## src/rtl/uart_tx_feeder.sv

```systemverilog
// Byte FIFO in front of a UART transmitter: buffers system-side writes and
// launches them one at a time through the transmitter's start/ready handshake.
module uart_tx_feeder #(
    parameter int DEPTH_LOG2 = 4
) (
    input  logic                  clk,
    input  logic                  rstn,
    input  logic                  i_wr,
    input  logic [7:0]            i_wdata,
    output logic                  o_full,
    output logic                  o_empty,
    output logic [DEPTH_LOG2:0]   o_count,
    output logic                  o_overflow,
    input  logic                  i_tx_ready,
    output logic                  o_tx_start,
    output logic [7:0]            o_tx_data
);

    localparam int DEPTH = 1 << DEPTH_LOG2;
    localparam logic [DEPTH_LOG2:0] FULL_COUNT = (DEPTH_LOG2 + 1)'(DEPTH);

    typedef enum logic [1:0] {
        IDLE      = 2'd0,
        WAIT_BUSY = 2'd1,
        WAIT_DONE = 2'd2
    } state_t;

    logic [7:0]            mem [DEPTH];
    logic [DEPTH_LOG2-1:0] wr_ptr;
    logic [DEPTH_LOG2-1:0] rd_ptr;
    logic [DEPTH_LOG2:0]   count;
    logic                  full;
    logic                  empty;
    logic                  push;
    logic                  pop;
    logic                  start_next;
    state_t                state;
    state_t                state_next;

    // Full is judged on the registered count, so a pop in the same cycle
    // never rescues a write made while full.
    assign full    = (count == FULL_COUNT);
    assign empty   = (count == '0);
    assign push    = i_wr && !full;
    assign o_full  = full;
    assign o_empty = empty;
    assign o_count = count;

    always_ff @(posedge clk) begin
        if (push) begin
            mem[wr_ptr] <= i_wdata;
        end
    end

    always_ff @(posedge clk or negedge rstn) begin
        if (!rstn) begin
            wr_ptr     <= '0;
            rd_ptr     <= '0;
            count      <= '0;
            o_overflow <= 1'b0;
        end else begin
            if (push) begin
                wr_ptr <= wr_ptr + 1'b1;
            end
            if (pop) begin
                rd_ptr <= rd_ptr + 1'b1;
            end
            case ({push, pop})
                2'b10:   count <= count + 1'b1;
                2'b01:   count <= count - 1'b1;
                default: count <= count;
            endcase
            if (i_wr && full) begin
                o_overflow <= 1'b1;
            end
        end
    end

    always_ff @(posedge clk or negedge rstn) begin
        if (!rstn) begin
            state      <= IDLE;
            o_tx_start <= 1'b0;
            o_tx_data  <= 8'h00;
        end else begin
            state      <= state_next;
            o_tx_start <= start_next;
            if (pop) begin
                o_tx_data <= mem[rd_ptr];
            end
        end
    end

    // WAIT_BUSY exists because the transmitter's ready is registered and may
    // still read high in the cycle after it accepts a start.
    always_comb begin
        state_next = state;
        pop        = 1'b0;
        start_next = 1'b0;
        case (state)
            IDLE: begin
                if (!empty && i_tx_ready) begin
                    pop        = 1'b1;
                    start_next = 1'b1;
                    state_next = WAIT_BUSY;
                end
            end
            WAIT_BUSY: begin
                if (!i_tx_ready) begin
                    state_next = WAIT_DONE;
                end
            end
            WAIT_DONE: begin
                if (i_tx_ready) begin
                    state_next = IDLE;
                end
            end
            default: begin
                state_next = IDLE;
            end
        endcase
    end

endmodule

```

## config.mk

```make
export PLATFORM = sky130hd
export DESIGN_NAME = uart_tx_feeder
export DESIGN_NICKNAME = d
export VERILOG_FILES = /design/src/rtl/uart_tx_feeder.sv
export SDC_FILE = /design/constraint.sdc
export NUM_CORES = 1
export LEC_CHECK = 0
export BUFFER_PORTS_ARGS = -buffer_cell sky130_fd_sc_hd__buf_4
export CORE_ASPECT_RATIO = 0.6
export CORE_MARGIN = 2
export CORE_UTILIZATION = 60
export DETAILED_ROUTE_END_ITERATION = 10
export PLACE_DENSITY = 0.83
export SKIP_CTS_REPAIR_TIMING = 1
export SYNTH_ARGS = -nofsm -noshare
export SYNTH_HDL_FRONTEND = slang
export SYNTH_SLANG_ARGS = --single-unit
```

## constraint.sdc

```tcl
create_clock -name clk -period 7 [get_ports clk]
set_input_delay 0.35 -clock clk [delete_from_list [all_inputs] [get_ports clk]]
set_output_delay 0.35 -clock clk [all_outputs]
set_load 0.03 [all_outputs]
```

==> reports/metrics.cfg <==
[power]
p_sw_mw = 1.008
sw_frac_of_total_pct = 32.17
pwr-share-comb_pct = 28.0
power.internal_mw = 2.125
ir_worst_vdd_mv = 0.2939
pwr-share-clk_pct = 30.8
seqPwrFrac_pct = 41.2
powerDensity_nw_per_um2 = 441.8
leakage_nw = 2.444

[placement]
placed_area_um2 = 6456
place.detailed.hpwl_mm = 7.938
io_buffers = 28
place_congestion = 0.8372

[die]
core_um2 = 9915
die_w_um = 134.8
die_area_um2 = 11120
rows = 28
ios = 29
start_util_pct = 62.15
die-height_um = 82.50

[worst_setup_path]
crit_family = simple AND/OR/NAND/NOR gates
crit_type = reg2reg
timing.rr.end = o_count[4]$_DFFE_PN0P_
worstPathRequired_ns = 7.34
worstPathArrival_ns = 3.09
slowest_delay_ns = 0.49
startpoint = o_count[2]$_DFFE_PN0P_
startpoint_type = flop
path_cells = nor4_4 -> a21boi_2 -> inv_1 -> ha_1 -> xor2_1 -> ha_1 -> nand2b_1 -> a21oi_1 -> nor4_1 -> xnor2_1
reg2reg_slack_ns = 4.25
critPathBufInv = 1
cp_common_cell = ha_1
ff2ff_path_depth = 10
cp_max_fo = 9
cp-end-kind = flop
reg2reg_from = o_count[2]$_DFFE_PN0P_
slowest_stage = dfrtp_1

[timing]
finClkSkew_ns = 0.007718
slew_viol_final = 0
fin_crit_sh_pct = 39.28
hold_violations = 0
setup_viol = 0
worst_pin_slew_ns = 1.224
fmaxAchievable_mhz = 363.7
relSlewSlack_pct = 17.74
tns_ns = 0
min_period_ns = 2.750
grt_setup_unrepaired = false

[clocking]
root_buffer = clkbuf_16
clk-insertion-delay-late_ns = 0.42
cts_buffer_depth = 2
clock_sinks = 153
cts_tree = built
path_clk_slew_ns = 0.06
numCtsBuffers = 17
htree_levels = 4

[routing]
vias_per_cell = 6.114
wirelength_mm = 12.51
drc = 0
ant_nets = 0
drt_iter0_drc = 345
dr.pass1.iters = 6
wl_per_cell_um = 25.02
via_count = 3057

[final_layout]
fin_area_um2 = 7091
nFillCells = 594
final_layout_size_suffix_gt1_share_pct = 30.41
final_cell_mix = edfxtp_1, mux4_2, buf_4
syn2layout_area_growth_pct = 15.07
final_common_cell = edfxtp_1
fin_util_pct = 71.52
final_net_count = 372
diodes = 0

[logic_synthesis]
yosysWarnings = 0
synthCells = 319
ys_seq_area_share_pct = 72.53
syn_area_um2 = 6162
yosysUniqueCellTypes = 35
synth-edff-count = 128
synth_nets = 339
synth-main-ff-cell = edfxtp_1
synth-async-reset-ratio_pct = 16.34
synth_area_per_cell_um2 = 19.32
ys_ff_latch = 153

[global_routing]
antenna_found_initial = 0
grt_max_degree = 36
grt_pass1_vias = 3131
overflow = 0
grt_pass1_wl_mm = 19.00
grt.total_usage_pct = 25.32

[worst_hold_path]
hold-path-cell-count = 2
hp-start = i_tx_ready
hp-class = in2reg
worstHoldEndpoint = state[1]$_DFFE_PN0P_

[flow_run]
cap_violations = 0

[outcome]
outcome = finished clean

-- layout make-up --
type                    count  area [µm²]  area share [%]
clock inverters            14       195.2           2.753
multi-input cells         141        1553           21.90
flip-flops and latches    153        4472           63.07
clock buffers              18       429.2           6.053
well taps                 135       168.9           2.382
inverters                   6       22.52          0.3176
repair buffers             33       250.2           3.529
-- worst max path at each step --
stage          slack (ns)                     end  cells after the start
2_1_floorplan        4.20  o_count[4]$_DFFE_PN0P_                     12
3_3_place_gp         4.48  o_count[4]$_DFFE_PN0P_                     10
3_5_place_dp         4.30  o_count[4]$_DFFE_PN0P_                     10
4_1_cts              4.29  o_count[4]$_DFFE_PN0P_                     10
5_1_grt              4.06  o_count[4]$_DFFE_PN0P_                     10
6_report             4.25  o_count[4]$_DFFE_PN0P_                     10
-- stage by stage --
stage	cells	setup slack (ns)	hold WS, ns	power (mW)
after global placement	467	4.481	0.2673	2.154
after CTS	499	4.290	-0.1791	3.150
final	500	4.250	0.08901	3.132
after global routing	500	4.065	0.07702	3.263
after detailed placement	467	4.295	0.2737	2.189
after floorplan	319	4.201	0.05441	1.923
-- power groups by stage --
stage / Sequential (mW) / Combinational [mW] / Clock, mW
detailed placement: 1.31 / 0.883 / 0
floorplan: 1.29 / 0.637 / 0
global route: 1.31 / 0.946 / 1.01
CTS: 1.29 / 0.889 / 0.971
finish: 1.29 / 0.878 / 0.963
global placement: 1.30 / 0.857 / 0
-- registers in the layout, summed over array words and instances, names as in the netlist --
register    flops
wr_ptr          4
mem           128
rd_ptr          4
o_overflow      1
o_tx_data       8
o_tx_start      1
state           2
o_count         5
-- worst register-to-register path, delay by kind of cell, from the launching register on --
kind	cells	cell delay [ns]
adder cells (fa/ha/maj)	2	0.57
AO/OA/AOI/OAI	2	0.28
XOR/XNOR	2	0.31
buffers and inverters	1	0.13
flip-flops	1	0.49
AND/OR/NAND/NOR	3	0.90
-- routing by layer --
| layer | wire length [µm] | share of wire (%) | up-vias | global-route usage (%) |
|---|---|---|---|---|
| li1 | - | - | 1333 | - |
| met1 | 5361 | 43 | 1562 | 37.64 |
| met2 | 5722 | 46 | 154 | 36.09 |
| met3 | 1370 | 11 | 8 | 8.669 |
| met4 | 57 | 0.46 | 0 | 7.579 |
| met5 | 0 | 0 | - | 0 |
-- kinds of logic after synthesis --
group           share of synthesized area, %
flops                                  72.53
compound gates                         4.305
mux                                    13.36
xor+xnor                               1.848
fa+ha+maj                              1.624
buf+inv                                2.274
simple gates                           4.061
-- cell usage after synthesis, types with 3 or more instances --
| cell type | instances | share of area [%] |
|---|---|---|
| edfxtp_1 | 128 | 62 |
| o22ai_1 | 8 | 0.81 |
| mux2i_1 | 8 | 1.3 |
| xor2_1 | 5 | 0.71 |
| nor3_1 | 6 | 0.49 |
| buf_1 | 3 | 0.18 |
| clkbuf_1 | 3 | 0.18 |
| a21oi_1 | 3 | 0.24 |
| nand2b_1 | 4 | 0.41 |
| xnor2_1 | 8 | 1.1 |
| nor2_1 | 23 | 1.4 |
| a221oi_2 | 8 | 1.9 |
| buf_2 | 4 | 0.32 |
| dfrtp_1 | 25 | 10 |
| buf_4 | 7 | 0.85 |
| ha_1 | 8 | 1.6 |
| nand2_1 | 8 | 0.49 |
| mux4_2 | 32 | 12 |
| inv_1 | 6 | 0.37 |
Power figures use the tool's default switching activity.
